## config.mk

```make
export PLATFORM = sky130hd
export DESIGN_NAME = memory_stage
export DESIGN_NICKNAME = d
export VERILOG_FILES = /design/src/rtl/memory_stage.sv
export SDC_FILE = /design/constraint.sdc
export NUM_CORES = 1
export LEC_CHECK = 0
export BUFFER_PORTS_ARGS = -buffer_cell sky130_fd_sc_hd__buf_2
export CELL_PAD_IN_SITES_DETAIL_PLACEMENT = 1
export CELL_PAD_IN_SITES_GLOBAL_PLACEMENT = 1
export CORE_ASPECT_RATIO = 0.9
export CORE_UTILIZATION = 38
export DETAILED_ROUTE_END_ITERATION = 6
export GPL_TIMING_DRIVEN = 1
export PLACE_DENSITY = 0.83
export SLEW_MARGIN = 20
export SYNTH_ARGS = -nofsm -noshare
export SYNTH_HDL_FRONTEND = slang
export SYNTH_SLANG_ARGS = --single-unit
```

## constraint.sdc

```tcl
create_clock -name clk -period 2.4 [get_ports clk]
set_input_delay 0.48 -clock clk [delete_from_list [all_inputs] [get_ports clk]]
set_output_delay 0.48 -clock clk [all_outputs]
set_load 0.02 [all_outputs]
```

## src/rtl/memory_stage.sv

```systemverilog
// Pipeline memory stage: single-cycle ALU passthrough, stalling load/store handshake, 255-cycle access timeout.
// Optional execute-stage bypass ports are built when MEM_STAGE_FWD_EN is defined.
module memory_stage (
    input  logic        clk,
    input  logic        reset,
    input  logic        in_valid,
    input  logic [15:0] in_alu_result,
    input  logic [15:0] in_store_data,
    input  logic [3:0]  in_rd,
    input  logic        in_wre,
    input  logic        in_mem_read,
    input  logic        in_mem_write,
    output logic [15:0] mem_addr,
    output logic [15:0] mem_wdata,
    output logic        mem_re,
    output logic        mem_we,
    input  logic [15:0] mem_rdata,
    input  logic        mem_ready,
    output logic        wb_valid,
    output logic        wb_wre,
    output logic [3:0]  wb_rd,
    output logic [15:0] wb_data,
    output logic        stall_out,
`ifdef MEM_STAGE_FWD_EN
    output logic        fwd_valid,
    output logic [3:0]  fwd_rd,
    output logic [15:0] fwd_data,
`endif
    output logic        mem_err
);

    typedef enum logic {
        IDLE   = 1'b0,
        ACCESS = 1'b1
    } state_t;

    state_t      state_q, state_d;
    logic [15:0] addr_q, addr_d;
    logic [15:0] wdata_q, wdata_d;
    logic [3:0]  rd_q, rd_d;
    logic        wre_q, wre_d;
    logic        is_load_q, is_load_d;
    logic [7:0]  wait_q, wait_d;
    logic        wb_valid_q, wb_valid_d;
    logic        wb_wre_q, wb_wre_d;
    logic [3:0]  wb_rd_q, wb_rd_d;
    logic [15:0] wb_data_q, wb_data_d;
    logic        mem_err_q, mem_err_d;

    always_comb begin
        state_d    = state_q;
        addr_d     = addr_q;
        wdata_d    = wdata_q;
        rd_d       = rd_q;
        wre_d      = wre_q;
        is_load_d  = is_load_q;
        wait_d     = wait_q;
        wb_valid_d = 1'b0;
        wb_wre_d   = wb_wre_q;
        wb_rd_d    = wb_rd_q;
        wb_data_d  = wb_data_q;
        mem_err_d  = mem_err_q;

        case (state_q)
            IDLE: begin
                if (in_valid) begin
                    if (in_mem_read || in_mem_write) begin
                        // A simultaneous read+write request resolves to a load.
                        addr_d    = in_alu_result;
                        wdata_d   = in_store_data;
                        rd_d      = in_rd;
                        wre_d     = in_wre;
                        is_load_d = in_mem_read;
                        wait_d    = 8'd0;
                        state_d   = ACCESS;
                    end else begin
                        wb_valid_d = 1'b1;
                        wb_data_d  = in_alu_result;
                        wb_rd_d    = in_rd;
                        wb_wre_d   = in_wre;
                    end
                end
            end
            ACCESS: begin
                if (mem_ready) begin
                    wb_valid_d = 1'b1;
                    wb_rd_d    = rd_q;
                    wb_data_d  = is_load_q ? mem_rdata : addr_q;
                    wb_wre_d   = is_load_q & wre_q;
                    state_d    = IDLE;
                end else if (wait_q == 8'd254) begin
                    // This cycle takes the counter to 255: abort with a non-writing result.
                    wait_d     = 8'd255;
                    mem_err_d  = 1'b1;
                    wb_valid_d = 1'b1;
                    wb_wre_d   = 1'b0;
                    wb_rd_d    = rd_q;
                    wb_data_d  = 16'h0000;
                    state_d    = IDLE;
                end else begin
                    wait_d = wait_q + 8'd1;
                end
            end
            default: state_d = IDLE;
        endcase
    end

    always_ff @(posedge clk or negedge reset) begin
        if (!reset) begin
            state_q    <= IDLE;
            addr_q     <= 16'h0000;
            wdata_q    <= 16'h0000;
            rd_q       <= 4'h0;
            wre_q      <= 1'b0;
            is_load_q  <= 1'b0;
            wait_q     <= 8'd0;
            wb_valid_q <= 1'b0;
            wb_wre_q   <= 1'b0;
            wb_rd_q    <= 4'h0;
            wb_data_q  <= 16'h0000;
            mem_err_q  <= 1'b0;
        end else begin
            state_q    <= state_d;
            addr_q     <= addr_d;
            wdata_q    <= wdata_d;
            rd_q       <= rd_d;
            wre_q      <= wre_d;
            is_load_q  <= is_load_d;
            wait_q     <= wait_d;
            wb_valid_q <= wb_valid_d;
            wb_wre_q   <= wb_wre_d;
            wb_rd_q    <= wb_rd_d;
            wb_data_q  <= wb_data_d;
            mem_err_q  <= mem_err_d;
        end
    end

    // Memory request lines are quiet outside ACCESS so IDLE and reset present all zeros.
    assign stall_out = (state_q == ACCESS);
    assign mem_re    = stall_out & is_load_q;
    assign mem_we    = stall_out & ~is_load_q;
    assign mem_addr  = stall_out ? addr_q : 16'h0000;
    assign mem_wdata = stall_out ? wdata_q : 16'h0000;

    assign wb_valid  = wb_valid_q;
    assign wb_wre    = wb_wre_q;
    assign wb_rd     = wb_rd_q;
    assign wb_data   = wb_data_q;
    assign mem_err   = mem_err_q;

`ifdef MEM_STAGE_FWD_EN
    assign fwd_valid = wb_valid_q & wb_wre_q;
    assign fwd_rd    = wb_rd_q;
    assign fwd_data  = wb_data_q;
`endif

endmodule

```

==> results of run 1 <==
layout make-up:
class                   count  area share
flip-flops and latches     70       0.398
multi-input cells         279       0.356
repair buffers            128       0.158
well taps                 119      0.0338
clock buffers               9      0.0282
clock inverters             6      0.0199
inverters                   7     0.00597
cells in the final DEF (no fill, tap or decap), types with 3 or more instances in the layout:
| cell | count |
|---|---|
| a21oi_1 | 9 |
| and2_1 | 33 |
| buf_2 | 116 |
| buf_4 | 10 |
| clkbuf_8 | 9 |
| dfrtp_1 | 70 |
| inv_1 | 7 |
| mux2_2 | 16 |
| nand2_1 | 118 |
| nand3b_1 | 4 |
| nor2_1 | 24 |
| nor2b_1 | 3 |
| nor3_1 | 14 |
| nor3_2 | 7 |
| o21ai_0 | 4 |
| o22ai_1 | 17 |
| o22ai_2 | 3 |
| o311a_1 | 4 |
metal layers:
layer	track usage	share of wire	wire, um
met1	0.275	0.44	4290
met5	0	0	0
met3	0.0488	0.061	592
met4	0.0595	0.0089	87
met2	0.379	0.49	4780
sequential cells by signal, indices dropped and copies added (netlist names):
name,count
wre_q,1
wait_q,8
wdata_q,16
addr_q,16
is_load_q,1
wb_wre,1
rd_q,4
wb_data,16
mem_err,1
wb_rd,4
stall_out,1
wb_valid,1
worst paths after layout:
check	to	from	depth (start not counted)	slack [ns]
worst max-delay path	wait_q[7]	stall_out	5	0.30
worst min-delay path	addr_q[2]	reset	1	0.14
worst max register to register	wait_q[7]	stall_out	5	0.30
worst min register to register	wdata_q[14]	wdata_q[14]	2	0.47
max in group asynchronous	wdata_q[11]	reset	2	1.58
min in group clk	wdata_q[14]	in_store_data[14]	3	0.32
logic make-up after synthesis:
group	after synthesis
simple gates	214
fa+ha+maj	2
flops	70
mux	17
compound gates	46
buf+inv	30
worst max-delay path: cells and delay by family (launching register included):
kind                   cells  cell delay (ns)
buffers and inverters      1             0.36
AND/OR/NAND/NOR            3             1.10
AO/OA/AOI/OAI              1             0.13
flip-flops                 1             0.36
power by group:
group          internal, mW  switching (mW)  total (mW)
clock                 0.579           0.455        1.03
sequential             1.46           0.199        1.66
combinational         0.504           0.748        1.25
total                  2.54            1.40        3.94
==> impl_metrics.tcl, run 1 <==
set metrics [dict create \
    first_pass_iters 4 \
    ys_ff_latch 70 \
    fp.dieH_um 92.3 \
    clk_path_buf_depth 2 \
    syn_nets 440 \
    synth_top_cells_by_count "118 x nand2_1, 70 x dfrtp_1, 33 x and2_1, 24 x nor2_1, 17 x o22ai_1" \
    synth_ff_type "dfrtp_1" \
    n_fill_cell 1084 \
    clk_latency_ns 0.34 \
    rows 32 \
    antenna_cells 0 \
    gp_congestion 0.773 \
    slew_violations 0 \
    drtIter0Drc 75 \
    grt_setup_unrepaired "false" \
    netlist_area_mm2 0.00344 \
    seq_area_frac_synth 0.509 \
    muxShareOfSynthArea 0.0553 \
    die_w_um 102 \
    grt-ovfl-total 0 \
    clock_skew_ns 0.0113 \
    seqCellArea_mm2 0.00175 \
    layout.cells.non_filler 618 \
    dp_cells 603 \
    synth_edf_count 0 \
    cts.sinks 70 \
    pre_cts_slack_ns 0.277 \
    synth.avg_cell_area_um2 9.08 \
    syn_inst 379 \
    end_kind "flip-flop" \
    relSlewSlack 0.555 \
    core_mm2 0.00869 \
    routed_wirelength_um 9750 \
    numCtsBuffers 9 \
    yosysTopAreaCellShare 0.509 \
    grt_pass1_wl_um 15900 \
    start_kind "flip-flop" \
    stdcell_area_mm2 0.00440 \
    critical_path_arrival_ns 2.30 \
    final-hold-violation-count 0 \
    wl_per_cell_um 15.8 \
    required_ns 2.60 \
    async_reset_ff_frac 1.00 \
    ir_drop_uv 458 \
    ios 117 \
    synth_compound_area_frac 0.0920 \
    finalPower_mw 3.94 \
    ctsHoldBuffers 0 \
    final_core_util 0.506 \
    synth_warnings 0 \
    path_clk_slew_ns 0.08 \
    synth.most_common_cell "nand2_1" \
    setup_slack_ns 0.302 \
    grt_max_degree 49 \
    dpl_cell_area_mm2 0.00419 \
    antenna_found_initial 0 \
    setup_viol 0 \
    ys_types 37 \
    vias_per_cell 5.10 \
    drive_gt1_frac 0.347 \
    final_antenna_net_count 0 \
    critical_path_class "flip-flop to flip-flop" \
    root_buffer "clkbuf_8" \
    vias 3150 \
    period_needed_ns 2.10 \
    drv_cap 0 \
    max_freq_ghz 0.477 \
    cp_max_fo 44 \
    cp_cell_sequence "buf_4, or2b_1, nor3_1, nor2b_1, a41oi_1" \
    cpMaxStageDelayCell "nor3_1" \
    synthTopCellsByArea "dfrtp_1 51%, nand2_1 13%, and2_1 6.0%, mux2_2 5.2%, o22ai_1 3.1%" \
    multiInputGateArea_mm2 0.00157 \
    post_cts_resized 0 \
    timing.hold.ws_ns 0.139 \
    outcome "finished, final reports clean" \
    synth_xor_area_frac 0 \
    area_growth_pct 27.9 \
    grt_usage 0.220 \
    grt_pass1_vias 3234 \
    synthAdderAreaFrac 0.00727 \
    hp-class "primary input to asynchronous set/reset pin" \
    synthSimpleGateAreaFrac 0.295 \
    postCtsSetupBuffers 0 \
    synth_top_family_by_area "simple AND/OR/NAND/NOR gates" \
    timing.final.crit_share 0.874 \
    yosysTopAreaCell "dfrtp_1" \
    start_util 0.396 \
    nNetsFinal 556 \
    fin_setup_tns_ns 0 \
    port_buffers 116 \
    drc 0 \
    cts-htree-levels 3 \
    leakage_nw 2.28 \
    crit_path_max_incr_delay_ns 0.44 \
    cts_tree "done" \
    dieArea_mm2 0.00944 \
    powerDensity_mw_per_mm2 896 \
    place_hpwl_um 7090 \
    worst_pin_slew_ns 0.666 \
]
Note: power is estimated with default switching activity, not from simulation.
==> run 2, diff against run 1 <==
--- a/config.mk
+++ b/config.mk
@@ -9,10 +9,10 @@
 export CELL_PAD_IN_SITES_DETAIL_PLACEMENT = 1
 export CELL_PAD_IN_SITES_GLOBAL_PLACEMENT = 1
 export CORE_ASPECT_RATIO = 0.9
-export CORE_UTILIZATION = 38
+export CORE_UTILIZATION = 35
 export DETAILED_ROUTE_END_ITERATION = 6
 export GPL_TIMING_DRIVEN = 1
-export PLACE_DENSITY = 0.83
+export PLACE_DENSITY = 0.77
 export SLEW_MARGIN = 20
 export SYNTH_ARGS = -nofsm -noshare
 export SYNTH_HDL_FRONTEND = slang
==> run 2 against run 1 <==
Cell area fell by 0.97%. Maximum frequency rose by 13%. Non-clock buffer count did not move. Combinational power barely moved. Count of clock-buffer cells in the layout did not move. Cell count rose by 0.49%. Power fell by 5.5%. First-iteration DRC count rose by 110%. Utilization fell by 3.9 points. Critical path depth did not move. Critical endpoint unchanged.
==> impl_metrics.tcl, run 2 (synthesized netlist as in run 1, its figures left out) <==
set metrics [dict create \
    cpMaxStageDelayCell "or2b_1" \
    rr_worst_depth 5 \
    cp_max_fo 24 \
    dieArea_mm2 0.0102 \
    critical_path_class "flip-flop to flip-flop" \
    rr_endpoint "wait_q[7]" \
    fp.dieH_um 96.1 \
    gp_congestion 0.799 \
    final_core_util 0.467 \
    setup_viol 0 \
    post_cts_resized 0 \
    fin_setup_tns_ns 0 \
    start_kind "flip-flop" \
    hp-class "primary input to asynchronous set/reset pin" \
    timing.final.crit_share 0.774 \
    routed_wirelength_um 9700 \
    stdcell_area_mm2 0.00436 \
    cts-htree-levels 3 \
    leakage_nw 2.25 \
    path_delay_family "simple AND/OR/NAND/NOR gates" \
    rows 33 \
    ir_drop_uv 389 \
    grt_usage 0.202 \
    period_needed_ns 1.86 \
    start_util 0.369 \
    ios 117 \
    outcome "finished, final reports clean" \
    final-hold-violation-count 0 \
    numCtsBuffers 9 \
    first_pass_iters 4 \
    path_clk_slew_ns 0.08 \
    postCtsSetupBuffers 0 \
    use_met3 0.0501 \
    grt_setup_unrepaired "false" \
    reg2reg_slack_ns 0.54 \
    drtIter0Drc 155 \
    nNetsFinal 556 \
    wl_per_cell_um 15.6 \
    drive_gt1_frac 0.347 \
    die_w_um 107 \
    ctsHoldBuffers 0 \
    core_mm2 0.00933 \
    reg2reg_from "stall_out" \
    gr-max-usage-layer "met2" \
    antenna_found_initial 0 \
    grt_pass1_vias 3099 \
    drv_cap 0 \
    clk_latency_ns 0.35 \
    root_buffer "clkbuf_8" \
    grt_max_degree 71 \
    grt_pass1_wl_um 15900 \
    required_ns 2.61 \
    clk_path_buf_depth 2 \
    cp_num_buf_inv 1 \
    drc 0 \
    vias_per_cell 4.99 \
    slew_violations 0 \
    clock_skew_ns 0.00882 \
    cts_tree "done" \
    max_freq_ghz 0.538 \
    antenna_cells 0 \
    met1_usage 0.261 \
    relSlewSlack 0.625 \
    cts.sinks 70 \
    cp_cell_sequence "buf_4, or2b_1, nor3_1, nor2b_1, a41oi_1" \
    final_antenna_net_count 0 \
    vias 3100 \
    crit_path_max_incr_delay_ns 0.42 \
    place_hpwl_um 6950 \
    final_cell_mix "118 x nand2_1, 115 x buf_2, 70 x dfrtp_1" \
    seqCellArea_mm2 0.00175 \
    timing.hold.ws_ns 0.132 \
    n_fill_cell 1145 \
    powerDensity_mw_per_mm2 855 \
    port_buffers 116 \
    multiInputGateArea_mm2 0.00157 \
    dpl_cell_area_mm2 0.00419 \
    grt-ovfl-total 0 \
    end_kind "flip-flop" \
    crit_cells 5 \
    layout_commonest_cell "nand2_1" \
    critical_path_arrival_ns 2.07 \
    area_growth_pct 26.6 \
    worst_pin_slew_ns 0.561 \
    use_met2 0.347 \
]
run 2: changes by cell type in the layout (fill, tap and decap cells not counted), sizes merged:
cell | before | now
inv | 7 | 8
clkinv | 4 | 3
bufinv | 2 | 0
clkinvlp | 0 | 2
run 2: how the worst max path moves through the flow:
| stage | start | end | slack (ns) |
|---|---|---|---|
| after floorplan | stall_out | wb_rd[1] | 0.66 |
| final | stall_out | wait_q[7] | 0.54 |
| after CTS | stall_out | wait_q[7] | 0.51 |
| after detailed placement | in_mem_write | wb_data[5] | 0.33 |
| after global placement | in_mem_write | wb_data[12] | 0.40 |
| after global routing | stall_out | wait_q[7] | 0.31 |
run 2: per-layer routing:
layer  wire length [um]  vias to the layer above
li1                   -                     1490
met1               4470                     1515
met2               4680                       89
met3                501                        6
met4                 51                        0
met5                  0                        -
run 2: power breakdown:
| part | internal (mW) | total, mW | switching (mW) | leakage, nW |
|---|---|---|---|---|
| Sequential | 1.46 | 1.65 | 0.192 | 0.850 |
| Combinational | 0.503 | 1.25 | 0.746 | 1.32 |
| Clock | 0.367 | 0.829 | 0.462 | 0.0813 |
run 2: layout make-up:
class	instances	area share
clock inverters	6	0.00890
repair buffers	128	0.160
clock buffers	9	0.0284
flip-flops and latches	70	0.402
multi-input cells	279	0.359
well taps	122	0.0350
inverters	7	0.00603
run 2: stage by stage:
| step | cells | power, mW | worst slack [ns] |
|---|---|---|---|
| after floorplan | 379 | 2.45 | 0.664 |
| after global placement | 606 | 2.89 | 0.398 |
| after detailed placement | 606 | 2.94 | 0.332 |
| after CTS | 621 | 3.79 | 0.509 |
| after global routing | 621 | 3.98 | 0.309 |
| final | 621 | 3.73 | 0.542 |
run 2: worst reg2reg max path, stage by stage (launching register included):
cell and delay (ns):
dfrtp_1 0.37, buf_4 0.27, or2b_1 0.42, nor3_1 0.34
nor2b_1 0.21, a41oi_1 0.12
==> run 3, diff against run 2 <==
--- a/config.mk
+++ b/config.mk
@@ -9,10 +9,10 @@
 export CELL_PAD_IN_SITES_DETAIL_PLACEMENT = 1
 export CELL_PAD_IN_SITES_GLOBAL_PLACEMENT = 1
 export CORE_ASPECT_RATIO = 0.9
-export CORE_UTILIZATION = 35
+export CORE_UTILIZATION = 33
 export DETAILED_ROUTE_END_ITERATION = 6
 export GPL_TIMING_DRIVEN = 1
-export PLACE_DENSITY = 0.77
+export PLACE_DENSITY = 0.76
 export SLEW_MARGIN = 20
 export SYNTH_ARGS = -nofsm -noshare
 export SYNTH_HDL_FRONTEND = slang
==> constraint.sdc (replaced) <==
create_clock -name clk -period 1.7 [get_ports clk]
set_input_delay 0.34 -clock clk [delete_from_list [all_inputs] [get_ports clk]]
set_output_delay 0.34 -clock clk [all_outputs]
set_load 0.02 [all_outputs]
==> run 3 against run 2 <==
First-iteration DRC count down 36%. Non-clock buffer count up 17. Critical path depth down 1. Largest cell class unchanged.
==> impl_metrics.tcl, run 3 (synthesized netlist as in run 1, its figures left out) <==
set metrics [dict create \
    setup_viol 0 \
    relSlewSlack 0.695 \
    fp.dieH_um 98.9 \
    final_antenna_net_count 0 \
    vias 3215 \
    place_hpwl_um 7510 \
    grt-ovfl-total 0 \
    first_pass_iters 5 \
    grt_pass1_wl_um 16900 \
    timing.hold.ws_ns 0.200 \
    wl_per_cell_um 16.9 \
    critical_path_class "flip-flop to output port" \
    final_cell_mix "118 x nand2_1, 96 x buf_2, 69 x dfrtp_1" \
    area_growth_pct 42.7 \
    start_kind "flip-flop" \
    multiInputGateArea_mm2 0.00162 \
    die_w_um 110 \
    gp_congestion 0.776 \
    clock_skew_ns 0.00594 \
    worst_pin_slew_ns 0.455 \
    seqCellArea_mm2 0.00175 \
    port_buffers 116 \
    pre_cts_slack_ns -0.0199 \
    dieArea_mm2 0.0108 \
    antenna_found_initial 0 \
    antenna_cells 0 \
    rows 34 \
    cts-htree-levels 3 \
    outcome "finished, final reports clean" \
    layout_commonest_cell "nand2_1" \
    cts.sinks 70 \
    drive_gt1_frac 0.384 \
    grt_max_degree 32 \
    hp-class "primary input to flip-flop" \
    clk_path_buf_depth 2 \
    fin_setup_tns_ns 0 \
    grt_setup_unrepaired "true" \
    slew_violations 0 \
    max_freq_ghz 0.593 \
    required_ns 1.36 \
    drtIter0Drc 99 \
    critical_path_arrival_ns 1.35 \
    cp_max_fo 7 \
    end_kind "output port" \
    ir_drop_uv 590 \
    leakage_nw 2.49 \
    n_fill_cell 1165 \
    cts_tree "done" \
    timing.final.crit_share 0.992 \
    final-hold-violation-count 0 \
    period_needed_ns 1.69 \
    final_core_util 0.495 \
    clk_latency_ns 0.33 \
    grt_pass1_vias 3372 \
    path_clk_slew_ns 0.06 \
    core_mm2 0.00991 \
    vias_per_cell 5.01 \
    numCtsBuffers 9 \
    routed_wirelength_um 10900 \
    root_buffer "clkbuf_16" \
    nNetsFinal 574 \
    ios 117 \
    grt_usage 0.202 \
    drv_cap 0 \
    drc 0 \
    start_util 0.347 \
    setup_slack_ns 0.0138 \
    powerDensity_mw_per_mm2 1280 \
]
[run 3: layer usage]
layer	wire length (um)	GRT usage
met3	694	0.0542
met4	123	0.0462
met1	4660	0.256
met5	0	0
met2	5370	0.341
[run 3: power breakdown]
part	leakage, nW	total (mW)	internal (mW)	switching (mW)
registers	0.849	2.34	2.06	0.273
clock network	0.142	1.86	1.20	0.659
logic	1.50	2.07	0.916	1.15
[run 3: what timing repair did]
item,4_1_cts,5_1_grt
setup buffers,0,4
hold endpoints to repair,21,0
hold buffers,1,0
resized for setup,7,48
pin swaps,0,2
endpoints found under the setup margin,36,53
gates cloned,0,3
[run 3: stage by stage]
step	std cells	power, mW	instance area, um^2
after floorplan	379	3.46	3440
after global placement	620	4.15	4340
after detailed placement	620	4.24	4340
after CTS	635	6.15	4670
after global routing	642	6.62	4910
final	642	6.26	4910
[run 3: critical path, cell delays in order (launching register included)]
cell	delay, ns
dfrtp_2	0.42
buf_8	0.15
clkbuf_16	0.15
and2_1	0.16
buf_6	0.14
[run 3: path summary, 6_finish.rpt]
path / cells after the start / end / slack [ns] / startpoint
min reg2reg: 2 / wdata_q[8] / 0.47 / wdata_q[8]
max in group asynchronous: 3 / wait_q[1] / 0.67 / reset
max: 4 / mem_addr[14] / 0.01 / stall_out
min in group asynchronous: 2 / addr_q[2] / 0.45 / reset
min: 3 / wdata_q[15] / 0.20 / in_store_data[15]
max reg2reg: 5 / wb_rd[3] / 0.06 / stall_out
[run 3: cell type report]
| class | instances | area share |
|---|---|---|
| inverter | 7 | 0.00535 |
| clock inverter | 1 | 0.00612 |
| multi-input combinational | 280 | 0.330 |
| tap | 126 | 0.0321 |
| clock buffer | 13 | 0.0530 |
| timing repair buffer | 145 | 0.216 |
| sequential | 70 | 0.357 |
